**config.mk**
```make
export PLATFORM = sky130hd
export DESIGN_NAME = reduce_tree
export DESIGN_NICKNAME = d
export VERILOG_FILES = /design/src/rtl/reduce_tree.sv
export SDC_FILE = /design/constraint.sdc
export NUM_CORES = 1
export LEC_CHECK = 0
export BUFFER_PORTS_ARGS = -buffer_cell sky130_fd_sc_hd__buf_4
export CAP_MARGIN = 25
export CELL_PAD_IN_SITES_DETAIL_PLACEMENT = 1
export CELL_PAD_IN_SITES_GLOBAL_PLACEMENT = 2
export CORE_UTILIZATION = 35
export CTS_BUF_LIST = sky130_fd_sc_hd__clkbuf_2
export DETAILED_ROUTE_END_ITERATION = 8
export HOLD_SLACK_MARGIN = 0.05
export PLACE_DENSITY = 0.85
export RECOVER_POWER = 50
export SKIP_CTS_REPAIR_TIMING = 1
export SLEW_MARGIN = 15
export SYNTH_ARGS = -nofsm -noshare
export SYNTH_HDL_FRONTEND = slang
export SYNTH_SLANG_ARGS = --single-unit
```
**constraint.sdc**
```tcl
create_clock -name clk -period 3.2 [get_ports clk]
set_input_delay 0.32 -clock clk [delete_from_list [all_inputs] [get_ports clk]]
set_output_delay 0.32 -clock clk [all_outputs]
set_load 0.05 [all_outputs]
```
**src/rtl/reduce_tree.sv**
```systemverilog
// reduce_tree: pipelined IN_SIZE-lane reduction (OR/AND/XOR/umax/smax) with a BLOCK_BEATS accumulator.
// Optional macro REDUCE_TREE_ABS_IN_EN: each lane is replaced by its magnitude ahead of level 0.
module reduce_tree #(
    parameter int IN_SIZE     = 4,
    parameter int IN_WIDTH    = 8,
    parameter int MODE        = 0,
    parameter int BLOCK_BEATS = 1
) (
    input  logic                clk,
    input  logic                rst,
    input  logic [IN_WIDTH-1:0] data_in [IN_SIZE],
    input  logic                data_in_valid,
    output logic                data_in_ready,
    output logic [IN_WIDTH-1:0] data_out,
    output logic                data_out_valid,
    input  logic                data_out_ready,
    output logic                block_last
);
    localparam int LEVELS = $clog2(IN_SIZE);
`ifdef REDUCE_TREE_ABS_IN_EN
    localparam int OP = (MODE == 4) ? 3 : MODE;
`else
    localparam int OP = MODE;
`endif

    if (MODE < 0 || MODE > 4) begin : g_bad_mode
        $error("reduce_tree: unsupported MODE %0d", MODE);
    end
    if (IN_SIZE < 1 || BLOCK_BEATS < 1) begin : g_bad_size
        $error("reduce_tree: IN_SIZE and BLOCK_BEATS must be >= 1");
    end

    function automatic logic [IN_WIDTH-1:0] op(input logic [IN_WIDTH-1:0] a,
                                               input logic [IN_WIDTH-1:0] b);
        case (OP)
            0:       return a | b;
            1:       return a & b;
            2:       return a ^ b;
            3:       return (a > b) ? a : b;
            default: return ($signed(a) > $signed(b)) ? a : b;
        endcase
    endfunction

    logic [IN_WIDTH-1:0] lanes [IN_SIZE];
    always_comb begin
        for (int k = 0; k < IN_SIZE; k++) begin
`ifdef REDUCE_TREE_ABS_IN_EN
            lanes[k] = data_in[k][IN_WIDTH-1] ? (~data_in[k] + IN_WIDTH'(1)) : data_in[k];
`else
            lanes[k] = data_in[k];
`endif
        end
    end

    // Bit i of each vector describes the boundary feeding level i; bit LEVELS feeds the accumulator.
    logic [LEVELS:0] vld_pipe;
    logic [LEVELS:0] rdy_pipe;
    logic            out_v;
    logic [IN_WIDTH-1:0] out_d;

    assign vld_pipe[0]      = data_in_valid;
    assign rdy_pipe[LEVELS] = !out_v || data_out_ready;
    assign data_in_ready    = rdy_pipe[0];

    for (genvar i = 0; i < LEVELS; i++) begin : g_lvl
        localparam int NI = (IN_SIZE + (1 << i) - 1) >> i;
        localparam int NO = (NI + 1) / 2;
        logic [IN_WIDTH-1:0] d   [NI];
        logic [IN_WIDTH-1:0] nxt [NO];
        logic [IN_WIDTH-1:0] q   [NO];
        logic                vq;

        if (i == 0) begin : g_src
            assign d = lanes;
        end else begin : g_src
            assign d = g_lvl[i-1].q;
        end

        // Odd trailing word bypasses the operator rather than meeting an identity constant.
        for (genvar k = 0; k < NO; k++) begin : g_pair
            if (2*k + 1 < NI) begin : g_op
                assign nxt[k] = op(d[2*k], d[2*k+1]);
            end else begin : g_pass
                assign nxt[k] = d[2*k];
            end
        end

        always_ff @(posedge clk or posedge rst) begin
            if (rst) begin
                vq <= 1'b0;
                for (int k = 0; k < NO; k++) q[k] <= '0;
            end else if (rdy_pipe[i]) begin
                vq <= vld_pipe[i];
                if (vld_pipe[i]) q <= nxt;
            end
        end

        assign vld_pipe[i+1] = vq;
        assign rdy_pipe[i]   = !vq || rdy_pipe[i+1];
    end

    logic [IN_WIDTH-1:0] tree_out;
    if (LEVELS == 0) begin : g_root
        assign tree_out = lanes[0];
    end else begin : g_root
        assign tree_out = g_lvl[LEVELS-1].q[0];
    end

    logic                tree_fire;
    logic                res_fire;
    logic [IN_WIDTH-1:0] res;
    assign tree_fire = vld_pipe[LEVELS] && rdy_pipe[LEVELS];

    if (BLOCK_BEATS == 1) begin : g_acc
        assign res      = tree_out;
        assign res_fire = tree_fire;
    end else begin : g_acc
        localparam int BW = $clog2(BLOCK_BEATS);
        localparam logic [BW-1:0] LAST = BW'(BLOCK_BEATS - 1);
        logic [BW-1:0]       beat;
        logic [IN_WIDTH-1:0] acc;

        assign res      = (beat == '0) ? tree_out : op(acc, tree_out);
        assign res_fire = tree_fire && (beat == LAST);

        always_ff @(posedge clk or posedge rst) begin
            if (rst) begin
                beat <= '0;
                acc  <= '0;
            end else if (tree_fire) begin
                acc  <= res;
                beat <= (beat == LAST) ? '0 : beat + 1'b1;
            end
        end
    end

    // res_fire only happens when the output slot is empty or draining this cycle.
    always_ff @(posedge clk or posedge rst) begin
        if (rst) begin
            out_v <= 1'b0;
            out_d <= '0;
        end else if (res_fire) begin
            out_v <= 1'b1;
            out_d <= res;
        end else if (data_out_ready) begin
            out_v <= 1'b0;
        end
    end

    assign data_out       = out_d;
    assign data_out_valid = out_v;
    assign block_last     = out_v;
endmodule

```
==> results.py, run 1 <==
metrics = {
    "logic_synthesis": {
        "synth_area_mm2": 0.00153,
        "synth_top_cells_by_area": "dfrtp_1, a31oi_1, a21oi_2",
        "synth-edff-count": 0,
        "synthTopCellsByCount": "dfrtp_1, a31oi_1, nor2_1, a21oi_2, a21oi_1",
        "synth_top_flop_cell": "dfrtp_1",
        "yosys_warnings": 0,
        "ys_seq_area_share_pct": 57.2,
        "syn-num-nets": 170,
        "syn_inst": 134,
        "synth-async-reset-ratio_pct": 100,
        "yosys.area.top_type_share_pct": 57.2,
        "synth_top_area_cell": "dfrtp_1",
        "syn_area_per_cell_um2": 11.4,
        "ys_seq_elements": 35,
        "synth.distinct_cells": 18,
        "synth.most_common_cell": "dfrtp_1",
    },
    "finish": {
        "drive_above_1_share_pct": 43.3,
        "design_area_mm2": 0.00191,
        "synthToLayoutAreaGrowth_pct": 24.8,
        "seqCellArea_um2": 876,
        "fin_nets": 215,
        "antennaDiodeCount": 0,
        "layoutNonFillerInstCount": 230,
        "fillers": 474,
        "multi_input_area_um2": 563,
    },
    "placement": {
        "place_area_mm2": 0.00187,
        "place_hpwl_mm": 2.32,
        "io_buffers": 46,
        "gp_congestion": 0.676,
        "dp_cells": 221,
    },
    "sta": {
        "fmax_mhz": 451,
        "finClkSkew_ns": 0.0201,
        "rsz0062_at_grt": "no",
        "maxSlewViolCount": 36,
        "slew_headroom_pct": -24.7,
        "whs_ns": 0.200,
        "period_share_pct": 69.3,
        "fin_setup_tns_ns": 0,
        "hold_viol": 0,
        "fin_crit_ns": 2.22,
        "setup_violations": 0,
        "worst_pin_slew_ns": 1.87,
    },
    "global_routing": {
        "grt_pass1_wl_mm": 5.58,
        "grt_start_max_net_pins": 36,
        "antenna_found_initial": 0,
        "grt_usage_pct": 16.7,
        "overflow": 0,
        "grt_pass1_vias": 1282,
    },
    "clock_tree": {
        "insertion_delay_ns": 0.39,
        "clock-root-buffer": "clkbuf_2",
        "cts_inserted_buffers": 5,
        "cts.path.max_buffers": 2,
        "ctsHtreeMaxLevel": 2,
        "clkTransAtPathRegs_ns": 0.17,
        "tritoncts": "built",
        "clock_sinks": 35,
    },
    "critical_path": {
        "crit_path_end_kind": "asynchronous set/reset pin",
        "criticalPathCategory": "in -> async",
        "r2r_setup_slack_ns": 1.61,
        "required_ns": 3.36,
        "cp_max_fo": 35,
        "arrival_ns": 2.37,
        "start_kind": "input port",
    },
    "hold_path": {
        "hp-class": "in -> reg",
    },
    "die": {
        "ios": 47,
        "dieHeight_um": 68.2,
        "die_w_um": 68.2,
        "rows": 23,
        "dieArea_mm2": 0.00464,
        "initial_core_util_pct": 37.5,
        "core_area_mm2": 0.00409,
    },
    "detailed_routing": {
        "drt-pass1-iter-count": 3,
        "wl_mm": 3.21,
        "drt.antenna.violating_nets": 0,
        "drt-wirelength-per-cell_um": 13.9,
        "vias": 1163,
        "routed_via_density": 5.06,
        "drt-initial-drc-count": 36,
        "drc_errors": 0,
    },
    "power": {
        "power_leakage_nw": 0.751,
        "power_mw": 0.922,
        "pwr_density_cell_mw_per_mm2": 482,
        "ir_drop_mv": 0.176,
    },
    "outcome": {
        "status": "complete, but fails checks",
        "violations": "capacitance limit, slew limit",
    },
    "run": {
        "maxCapViolCount": 1,
    },
}
area by class of cell:
cell class                 instances  share of cell area (%)
timing repair buffer              49                    19.2
clock inverter                     1                   0.262
sequential                        35                    45.8
tap                               50                    3.27
inverter                           1                   0.196
clock buffer                       7                    1.83
multi-input combinational         87                    29.5
cells by family after synthesis:
group / count (synthesis) / share of synthesized area (%)
flip-flops: 35 / 57.2
multiplexers: 8 / 5.88
AO/OA/AOI/OAI: 48 / 20.8
buffers and inverters: 12 / 5.80
AND/OR/NAND/NOR: 31 / 10.3
metal layers:
| layer | part of all wire, % | GRT usage (%) | wire [um] |
|---|---|---|---|
| met3 | 5.9 | 4.00 | 190 |
| met5 | 0 | 0 | 0 |
| met2 | 50 | 30.1 | 1610 |
| met1 | 41 | 17.3 | 1330 |
| met4 | 2.5 | 10.2 | 80 |
sequential cells by signal, summed over array words and instances (netlist names):
register,cells
g_lvl.q,24
data_out,8
g_lvl.vq,2
block_last,1
stage by stage:
stage / util, % / worst slack [ns]
3_5_place_dp: 45.7 / 1.44
4_1_cts: 46.7 / 0.958
6_report: 46.8 / 0.981
3_3_place_gp: 45.7 / 1.50
2_1_floorplan: - / 1.70
5_1_grt: 46.8 / 0.640
worst max-delay path, stage by stage:
cell and delay [ns]:
dlygate4sd3_1 0.53, clkbuf_4 0.13, inv_1 0.04, clkbuf_1 1.34
placed cells by master, fill, tap and decap left out:
cell / Yosys / layout
mux2_2: 8 / 8
clkinv_2: 0 / 1
dfrtp_1: 35 / 35
nand3b_1: 0 / 1
clkbuf_2: 0 / 7
clkbuf_1: 1 / 1
inv_1: 1 / 1
nor2_1: 24 / 24
clkbuf_4: 1 / 1
a21oi_1: 11 / 11
nand4b_4: 1 / 1
nand2_2: 1 / 1
a21oi_2: 13 / 13
nand2b_1: 3 / 3
buf_4: 2 / 46
dlygate4sd3_1: 0 / 1
a31oi_1: 24 / 24
or2b_1: 1 / 1
worst paths after layout:
check | from | to | cells after the start
max | rst | g_lvl[0].q[2] | 4
min | data_in[30] | g_lvl[0].q[14] | 3
max reg2reg | g_lvl[0].vq | g_lvl[0].q[11] | 4
min reg2reg | g_lvl[1].q[1] | data_out[1] | 1
max in group clk | g_lvl[0].vq | data_in_ready | 3
min in group asynchronous | rst | data_out[2] | 4
report_power, final:
group / leakage [nW] / internal [mW] / switching (mW)
logic: 0.379 / 0.0839 / 0.118
registers: 0.338 / 0.485 / 0.0347
clock network: 0.0330 / 0.0596 / 0.142
total: 0.751 / 0.628 / 0.294
(Power assumes the default switching activity.)
==> run 2, diff against run 1 <==
--- a/config.mk
+++ b/config.mk
@@ -5,15 +5,16 @@
 export SDC_FILE = /design/constraint.sdc
 export NUM_CORES = 1
 export LEC_CHECK = 0
+export ABC_AREA = 1
 export BUFFER_PORTS_ARGS = -buffer_cell sky130_fd_sc_hd__buf_4
 export CAP_MARGIN = 25
 export CELL_PAD_IN_SITES_DETAIL_PLACEMENT = 1
 export CELL_PAD_IN_SITES_GLOBAL_PLACEMENT = 2
-export CORE_UTILIZATION = 35
+export CORE_UTILIZATION = 27
 export CTS_BUF_LIST = sky130_fd_sc_hd__clkbuf_2
 export DETAILED_ROUTE_END_ITERATION = 8
 export HOLD_SLACK_MARGIN = 0.05
-export PLACE_DENSITY = 0.85
+export PLACE_DENSITY = 0.75
 export RECOVER_POWER = 50
 export SKIP_CTS_REPAIR_TIMING = 1
 export SLEW_MARGIN = 15
==> constraint.sdc (replaced) <==
create_clock -name clk -period 2 [get_ports clk]
set_input_delay 0.2 -clock clk [delete_from_list [all_inputs] [get_ports clk]]
set_output_delay 0.2 -clock clk [all_outputs]
set_load 0.05 [all_outputs]
==> results.py, run 2 <==
metrics = {
    "logic_synthesis": {
        "yosys_warnings": 0,
        "synth-async-reset-ratio_pct": 100,
        "synthTopCellsByCount": "nand2_1, dfrtp_1, nand3_1, or2_2",
        "synth_top_area_cell": "dfrtp_1",
        "synth.most_common_cell": "nand2_1",
        "syn-num-nets": 201,
        "synth.distinct_cells": 13,
        "ys_seq_elements": 35,
        "yosys.area.top_type_share_pct": 58.6,
        "syn_area_per_cell_um2": 9.06,
        "syn_inst": 165,
        "synth_top_flop_cell": "dfrtp_1",
        "ys_seq_area_share_pct": 58.6,
        "synth-edff-count": 0,
        "synth_top_cells_by_area": "dfrtp_1, nand2_1, nand3_1",
        "synth_area_mm2": 0.00150,
    },
    "outcome": {
        "status": "completed",
    },
    "clock_tree": {
        "cts.path.max_buffers": 2,
        "cts_inserted_buffers": 5,
        "insertion_delay_ns": 0.37,
        "ctsHtreeMaxLevel": 2,
        "clkTransAtPathRegs_ns": 0.17,
        "tritoncts": "built",
        "clock_sinks": 35,
        "clock-root-buffer": "clkbuf_2",
    },
    "global_routing": {
        "grt_pass1_vias": 1232,
        "grt_start_max_net_pins": 36,
        "antenna_found_initial": 0,
        "grt_usage_pct": 12.2,
        "grt_pass1_wl_mm": 5.63,
        "overflow": 0,
    },
    "power": {
        "power_mw": 2.25,
        "power_leakage_nw": 0.985,
        "pwr_density_cell_mw_per_mm2": 1180,
        "ir_drop_mv": 0.482,
    },
    "detailed_routing": {
        "drt-wirelength-per-cell_um": 11.1,
        "drt.antenna.violating_nets": 0,
        "routed_via_density": 4.35,
        "wl_mm": 3.16,
        "vias": 1234,
        "drt-initial-drc-count": 39,
        "drt-pass1-iter-count": 4,
        "drc_errors": 0,
    },
    "die": {
        "core_area_mm2": 0.00520,
        "dieArea_mm2": 0.00584,
        "die_w_um": 76.4,
        "dieHeight_um": 76.4,
        "initial_core_util_pct": 28.7,
        "ios": 47,
        "rows": 26,
    },
    "hold_path": {
        "hp-class": "in -> reg",
        "min-delay-start": "data_in[12]",
        "holdPathEnd": "g_lvl[0].q[4]",
        "min_path_cells": 4,
    },
    "placement": {
        "io_buffers": 46,
        "place_hpwl_mm": 2.43,
        "gp_congestion": 0.672,
        "place_ws_ns": 0.568,
        "place_area_mm2": 0.00188,
    },
    "sta": {
        "finClkSkew_ns": 0.00802,
        "fin_setup_tns_ns": 0,
        "fmax_mhz": 580,
        "period_share_pct": 86.2,
        "maxSlewViolCount": 0,
        "rsz0062_at_grt": "no",
        "worst_pin_slew_ns": 0.841,
        "worst_slack_ns": 0.275,
        "hold_viol": 0,
        "fin_crit_ns": 1.72,
        "slew_headroom_pct": 43.9,
        "whs_ns": 0.135,
        "setup_violations": 0,
    },
    "finish": {
        "synthToLayoutAreaGrowth_pct": 28.0,
        "fillers": 646,
        "largest-register": "g_lvl.q",
        "mostFrequentLayoutCells": "nand2_1, buf_4, dfrtp_1",
        "final_common_cell": "nand2_1",
        "drive_above_1_share_pct": 32.2,
        "design_area_mm2": 0.00191,
        "largest_reg_flops": 24,
        "fin_nets": 249,
        "antennaDiodeCount": 0,
    },
    "critical_path": {
        "ff2ff_path_depth": 4,
        "r2r_setup_slack_ns": 0.68,
        "cp_slowest_cell": "dfrtp_2",
        "r2r-start": "g_lvl[1].vq",
        "arrival_ns": 1.52,
        "start_kind": "flip-flop",
        "required_ns": 1.80,
        "cp_max_fo": 19,
        "crit_chain": "nand4_4, buf_4",
        "crit_path_end_kind": "output pin",
        "slowest_delay_ns": 0.52,
        "criticalPathCategory": "reg -> out",
        "r2r_end": "g_lvl[1].q[3]",
    },
    "run": {
        "maxCapViolCount": 0,
    },
}
run 2: worst max path at each step:
stage                     start             to  cells past startpoint
floorplan            block_last  g_lvl[0].q[0]                      4
CTS                 g_lvl[1].vq  data_in_ready                      2
global route        g_lvl[1].vq  data_in_ready                      2
finish              g_lvl[1].vq  data_in_ready                      2
detailed placement  g_lvl[1].vq  data_in_ready                      2
global placement    g_lvl[1].vq  data_in_ready                      2
run 2: through the flow:
stage | std cells | utilization, %
floorplan | 165 | -
global placement | 275 | 36.2
detailed placement | 275 | 36.2
CTS | 283 | 37.0
global route | 284 | 36.8
finish | 284 | 36.8
run 2: critical path, delay by kind of cell (launching register included):
kind / cells / cell delay, ns
and+or+nand+nor: 1 / 0.31
buffers and inverters: 1 / 0.31
DFF: 1 / 0.52
run 2: cells by family (layout without fill, tap and decap cells):
logic type | count (synthesis) | after routing | share of synthesized area, %
AO/OA/AOI/OAI | 8 | 8 | 2.68
AND/OR/NAND/NOR | 113 | 113 | 34.8
flip-flops | 35 | 35 | 58.6
buffers and inverters | 9 | 58 | 3.93
run 2: area by class of cell:
| type | count | area (um2) | share of cell area [%] |
|---|---|---|---|
| flip-flops and latches | 35 | 877 | 45.8 |
| inverters | 2 | 7.51 | 0.392 |
| repair buffers | 48 | 342 | 17.8 |
| clock inverters | 1 | 5.00 | 0.261 |
| clock buffers | 7 | 35.0 | 1.83 |
| multi-input cells | 121 | 561 | 29.3 |
| well taps | 70 | 87.6 | 4.58 |
run 2: metal layers:
metal | wire [um] | global-route usage (%) | part of all wire (%) | up-vias
li1 | - | - | - | 623
met1 | 1380 | 15.3 | 44 | 564
met2 | 1500 | 19.2 | 48 | 41
met3 | 228 | 3.83 | 7.2 | 6
met4 | 52 | 5.19 | 1.6 | 0
met5 | 0 | 0 | 0 | -
run 2: where the power goes:
group | leakage (nW) | switching [mW] | internal [mW]
Combinational | 0.547 | 0.608 | 0.253
Sequential | 0.406 | 0.146 | 0.921
Clock | 0.0330 | 0.230 | 0.0956
